$ cat src/rtl/shared_mem_arbiter.sv
// Round-robin arbiter and fixed-latency sequencer that shares the unified MIPS
// memory between the CPU port and the debug/loader port.
module shared_mem_arbiter #(
  parameter int unsigned ADDR_W  = 32,
  parameter int unsigned DATA_W  = 32,
  parameter int unsigned MEM_LAT = 2
) (
  input  logic              clk,
  input  logic              rst_n,
  input  logic              cpu_req,
  input  logic              cpu_we,
  input  logic [ADDR_W-1:0] cpu_addr,
  input  logic [DATA_W-1:0] cpu_wdata,
  output logic              cpu_done,
  output logic [DATA_W-1:0] cpu_rdata,
  output logic              cpu_stall,
  input  logic              dbg_req,
  input  logic              dbg_we,
  input  logic [ADDR_W-1:0] dbg_addr,
  input  logic [DATA_W-1:0] dbg_wdata,
  output logic              dbg_done,
  output logic [DATA_W-1:0] dbg_rdata,
  output logic              mem_en,
  output logic              mem_we,
  output logic [ADDR_W-1:0] mem_addr,
  output logic [DATA_W-1:0] mem_wdata,
  input  logic [DATA_W-1:0] mem_rdata,
  output logic              busy
);

  localparam int unsigned CNT_W   = 4;
  localparam logic        OWN_CPU = 1'b0;
  localparam logic        OWN_DBG = 1'b1;

  typedef enum logic [1:0] {
    S_IDLE  = 2'd0,
    S_ISSUE = 2'd1,
    S_WAIT  = 2'd2,
    S_DONE  = 2'd3
  } state_t;

  state_t             state;
  logic [CNT_W-1:0]   cnt;
  logic               last_owner;
  logic               owner;
  logic               lat_we;
  logic [DATA_W-1:0]  rdata_q;

  logic               grant_c;
  logic               grant_dbg_c;
  logic               sel_we_c;
  logic [ADDR_W-1:0]  sel_addr_c;
  logic [DATA_W-1:0]  sel_wdata_c;

  // Arbitration: a lone request wins; on a tie the port that did not own last time wins.
  always_comb begin
    grant_c     = cpu_req | dbg_req;
    grant_dbg_c = dbg_req & (~cpu_req | (last_owner == OWN_CPU));
    sel_we_c    = grant_dbg_c ? dbg_we    : cpu_we;
    sel_addr_c  = grant_dbg_c ? dbg_addr  : cpu_addr;
    sel_wdata_c = grant_dbg_c ? dbg_wdata : cpu_wdata;
  end

  // mem_addr/mem_wdata double as the latched payload and hold between accesses.
  always_ff @(posedge clk or negedge rst_n) begin
    if (!rst_n) begin
      state      <= S_IDLE;
      cnt        <= '0;
      last_owner <= OWN_DBG;
      owner      <= OWN_CPU;
      lat_we     <= 1'b0;
      rdata_q    <= '0;
      mem_en     <= 1'b0;
      mem_we     <= 1'b0;
      mem_addr   <= '0;
      mem_wdata  <= '0;
      cpu_done   <= 1'b0;
      dbg_done   <= 1'b0;
      busy       <= 1'b0;
    end else begin
      mem_en   <= 1'b0;
      mem_we   <= 1'b0;
      cpu_done <= 1'b0;
      dbg_done <= 1'b0;
      case (state)
        S_IDLE: begin
          if (grant_c) begin
            owner      <= grant_dbg_c;
            last_owner <= grant_dbg_c;
            lat_we     <= sel_we_c;
            mem_addr   <= sel_addr_c;
            mem_wdata  <= sel_wdata_c;
            mem_en     <= 1'b1;
            mem_we     <= sel_we_c;
            busy       <= 1'b1;
            state      <= S_ISSUE;
          end
        end
        S_ISSUE: begin
          cnt   <= CNT_W'(MEM_LAT);
          state <= S_WAIT;
        end
        S_WAIT: begin
          cnt <= cnt - CNT_W'(1);
          if (cnt == CNT_W'(1)) begin
            if (!lat_we) rdata_q <= mem_rdata;
            cpu_done <= (owner == OWN_CPU);
            dbg_done <= (owner == OWN_DBG);
            state    <= S_DONE;
          end
        end
        S_DONE: begin
          busy  <= 1'b0;
          state <= S_IDLE;
        end
        default: state <= S_IDLE;
      endcase
    end
  end

  assign cpu_rdata = rdata_q;
  assign dbg_rdata = rdata_q;
  assign cpu_stall = cpu_req & ~cpu_done;

endmodule

$ cat config.mk
export PLATFORM = sky130hd
export DESIGN_NAME = shared_mem_arbiter
export DESIGN_NICKNAME = d
export VERILOG_FILES = /design/src/rtl/shared_mem_arbiter.sv
export SDC_FILE = /design/constraint.sdc
export NUM_CORES = 1
export LEC_CHECK = 0
export BUFFER_PORTS_ARGS = -buffer_cell sky130_fd_sc_hd__buf_2
export CORE_AREA = 2 2 117 119
export DETAILED_ROUTE_END_ITERATION = 8
export DIE_AREA = 0 0 119 121
export GPL_TIMING_DRIVEN = 0
export PLACE_DENSITY = 0.82
export SYNTH_ARGS = -nofsm -noshare
export SYNTH_HDL_FRONTEND = slang
export SYNTH_SLANG_ARGS = --single-unit
$ cat constraint.sdc
create_clock -name clk -period 2.3 [get_ports clk]
set_input_delay 0 -clock clk [delete_from_list [all_inputs] [get_ports clk]]
set_output_delay 0 -clock clk [all_outputs]
set_load 0.1 [all_outputs]
; ---- Yosys cells after proc, flatten, opt, wreduce, memory -nomap -nowiden
; Cells that the tools add are included.
[totals]
out_inout_bits = 134
inputBits = 166
wordCells = 53
regBits = 110
[classes]
n_mux = 17
n_eq_ne = 6
bitwise = 9
n_reduce_logical = 7
add_sub_neg = 1
[op_table]
columns = operator, n
row1 = $mux 32, 2
row2 = $mux 1, 10
row3 = $pmux 2 s4, 1
row4 = $pmux 4 s2, 1
row5 = $reduce_and 2->1, 3
row6 = $not 1->1, 5
row7 = $eq 2x2->1 const B, 2
row8 = $eq 4x1->1 const B, 1
row9 = $mux 2, 2
row10 = $ne 2x2->1 const B, 2
row11 = $reduce_bool 2->1, 2
row12 = $sub 4x1->4 const B, 1
row13 = $reduce_and 3->1, 1
row14 = $and 1x1->1, 2
row15 = $eq 2x1->1 const B, 1
row16 = $logic_not 2->1, 1
row17 = $or 1x1->1, 2
row18 = $pmux 1 s2, 1

; ---- Longest topological paths before layout
[logic_depth]
depth_word = 6
ltp_mapped = 7
mapped_depth_nobuf = 5

; ---- Worst setup path before layout
; OpenSTA, ideal clock, no wires.
[synth_timing]
kind = register to output
start = reg cpu_done
end = out cpu_stall
stages_incl_launch_ff = 2
n_path_buf = 0
t_arrival_ns = 2.211
setup_slack_ns = 0.089
cell_sequence = dfrtp_1 nor2b_1
[synth_between]
elab_chain_cells = 2
[synth_rtl]
columns = item, line
row1 = "start, declared", 14  ; output logic cpu_done,
row2 = "start signal, assigned", 107  ; cpu_done <= (owner == OWN_CPU);
row3 = $not 1->1, 123  ; assign cpu_stall = cpu_req & ~cpu_done;
row4 = $and 1x1->1, 123
row5 = "end, declared", 16  ; output logic cpu_stall,
; No other way between the ends.

; ---- Final worst setup path
[layout_timing]
start = reg last_owner
end = reg mem_addr[26]
[layout_between]
elab_chain_cells = 4
[layout_rtl]
columns = item, line
row1 = "start, declared", 44  ; logic last_owner;
row2 = "start signal, assigned", 89  ; last_owner <= grant_dbg_c;
row3 = $not 1->1, 58  ; grant_dbg_c = dbg_req & (~cpu_req | (last_owner == OWN_CPU));
row4 = $or 1x1->1, 58
row5 = $and 1x1->1, 58
row6 = $mux 32, 60  ; sel_addr_c = grant_dbg_c ? dbg_addr : cpu_addr;
row7 = "end signal, assigned", 91  ; mem_addr <= sel_addr_c;
row8 = "end, declared", 25  ; output logic [ADDR_W-1:0] mem_addr,
; No other way between the ends.
; A chain may end at the register's enable or synchronous reset.

==> flow_summary.json <==
{
  "final_common_cell": "buf_2",
  "ys_warn_count": 0,
  "maxCapViolCount": 0,
  "rr_worst_depth": 7,
  "cts_tree": "done",
  "fmax_mhz": 449.2,
  "max_slew_margin": 0.5626,
  "drc_errors": 0,
  "holdPathEnd": "lat_we",
  "antenna_left": 0,
  "cp.buffers_inverters": 4,
  "crit_fanout": 10,
  "dr.pass1.iters": 5,
  "holdCritStartpoint": "cpu_we",
  "clk_path_buf_depth": 2,
  "vias": 5197,
  "synth_cells": 440,
  "yosysSeqAreaShare": 0.5437,
  "clk_pin_slew_ns": 0.08,
  "drive_gt1_frac": 0.4419,
  "grt_pass1_wl_mm": 28.21,
  "htreeDepth": 3,
  "hold_depth": 3,
  "fin_nets": 1080,
  "dieArea_sq_mm": 0.01440,
  "wirelength_mm": 18.07,
  "finalCriticalPeriod_ns": 2.226,
  "required_ns": 2.51,
  "synth.net_count": 612,
  "rrSetupSlack_ns": 0.07,
  "port_buffers": 299,
  "final-hold-violation-count": 0,
  "finalClockSkew_ns": 0.009688,
  "netlist-cell-type-count": 32,
  "grtUsageTotal": 0.2504,
  "critical-path-top-delay-family": "buffers and inverters",
  "fin_crit_sh": 0.9678,
  "area_growth_pct": 71.27,
  "worst_pin_slew_ns": 0.6517,
  "floorplan.initialDensity": 0.3871,
  "syn_area_sq_mm": 0.005065,
  "routedWlPerCell_microns": 16.61,
  "slowest_stage": "dlygate4sd3_1",
  "tns_ns": 0,
  "cts_root_buffer": "clkbuf_16",
  "cts_buffers": 9,
  "fin_util": 0.6629,
  "grt_pass1_vias": 5520,
  "status": "completed",
  "drv_slew": 0,
  "rows": 42,
  "startpoint_type": "flip-flop",
  "grt_antenna_before_repair": 0,
  "design.portCount": 300,
  "rsz0062_at_grt": "false",
  "path_cells": "a21bo_1 > buf_2 > buf_8 > buf_6 > mux2i_1 > dlygate4sd3_1 > o21ai_1",
  "die_y_microns": 121,
  "crit-reg2reg-launch": "last_owner",
  "grt_max_degree": 73,
  "worst_setup_path_end_kind": "flip-flop",
  "fp.dieW_microns": 119,
  "cts_sinks": 110,
  "insertion_delay_ns": 0.34,
  "post_drt_via_cell_ratio": 4.777,
  "r2r_end": "mem_addr[26]",
  "cpPeakStageDelay_ns": 0.59,
  "diodes": 0,
  "hold_path.class": "in -> reg",
  "worstSetupPathType": "reg -> reg",
  "gp_congestion": 0.7591,
  "syn_area_per_cell_sq_um": 11.51,
  "post-dp-hpwl_mm": 10.97,
  "grt_overflow": 0,
  "mostFrequentLayoutCells": "308 x buf_2, 157 x dlygate4sd3_1, 109 x dfrtp_1, 65 x mux2i_1, 65 x nand2_1",
  "drt_iter0_markers": 229,
  "post_cts_buffers": 0,
  "ys_seq_elements": 110,
  "core-area_sq_mm": 0.01309,
  "crit_arrival_ns": 2.43,
  "setup_viol": 0
}
## routing by layer
metal / wire length (microns) / GRT usage / vias up
li1: - / - / 2402
met1: 6840 / 0.2855 / 2454
met2: 9505 / 0.4612 / 304
met3: 1290 / 0.04887 / 37
met4: 435 / 0.09747 / 0
met5: 0 / 0 / -
## Yosys cell counts
cell type,instances,area share
nand2_1,65,0.048
o221ai_1,1,0.0017
mux2i_1,65,0.13
o2bb2ai_1,1,0.0017
mux2_2,32,0.071
buf_6,8,0.018
buf_2,10,0.0099
mux2_1,1,0.0022
o22ai_1,1,0.0012
o32a_1,1,0.0020
nor2_4,1,0.0022
nor3b_1,1,0.0015
nand3b_1,1,0.0015
nor2_1,4,0.0030
o21ai_0,28,0.028
a21oi_1,2,0.0020
or3_1,1,0.0012
inv_1,10,0.0074
or3b_1,1,0.0017
a21bo_1,1,0.0020
a31oi_1,2,0.0025
nand4bb_2,1,0.0032
o21ai_1,40,0.040
dfrtp_1,109,0.54
ha_1,6,0.015
nand3_1,3,0.0030
o22a_1,1,0.0017
buf_4,34,0.050
dfstp_2,1,0.0052
clkbuf_1,6,0.0044
nor2b_1,1,0.0012
clkbuf_2,1,0.00099
## flip-flops by register name (all words and copies together) (netlist names)
name and flops:
mem_wdata 32, mem_we 1, owner 1, busy 1
state 2, cnt 4, cpu_done 1, dbg_done 1
mem_addr 32, last_owner 1, lat_we 1, mem_en 1
cpu_rdata 32
## worst max path at each step
stage                     slack, ns  cells after the start            end  startpoint
after CTS                      0.08                      7   mem_wdata[4]  last_owner
after floorplan                0.09                      1      cpu_stall    cpu_done
final                          0.07                      7   mem_addr[26]  last_owner
after global routing          0.009                      7   mem_addr[18]  last_owner
after global placement        0.008                      1  mem_wdata[28]       rst_n
after detailed placement       0.22                      7  mem_wdata[11]    state[1]
## stage by stage
stage / std cells / hold slack [ns] / setup WS (ns) / instance area, sq um
finish: 1088 / 0.01442 / 0.07396 / 8675
global route: 1088 / 0.005789 / 0.009321 / 8675
CTS: 1087 / 0.0004541 / 0.08426 / 8657
detailed placement: 916 / 0.003575 / 0.2243 / 6812
global placement: 915 / 0.2253 / 0.007607 / 6782
floorplan: 440 / -0.2956 / 0.08933 / 5065
## worst reg2reg max path: cells and delay by family (launching register included)
kind                   cells  cell delay (ns)
flip-flops                 1             0.55
buffers and inverters      4             1.13
multiplexers               1             0.23
AO/OA/AOI/OAI              2             0.18
## cell type report
type	count	area, sq um
fill	895	4410
timing repair buffer	457	3098
sequential	110	2754
multi-input combinational	261	1851
buffer	59	430.4
clock buffer	11	252.7
tap	176	220.2
inverter	10	37.54
clock inverter	4	31.28
## logic make-up after synthesis
| family | Yosys count | share of synthesized area |
|---|---|---|
| mux | 98 | 0.2018 |
| buf+inv | 69 | 0.09091 |
| compound gates | 78 | 0.08202 |
| simple gates | 79 | 0.06670 |
| flops | 110 | 0.5437 |
| fa+ha+maj | 6 | 0.01482 |
## repair_timing
| action | in CTS | in global routing |
|---|---|---|
| resized for setup | 0 | 2 |
| setup endpoints to repair | 0 | 2 |
| endpoints found under the hold margin | 134 | 1 |
| hold buffers | 156 | 1 |
Power is not shown: default switching activity piles up to over one toggle a cycle in this logic, so the estimate is an artifact.
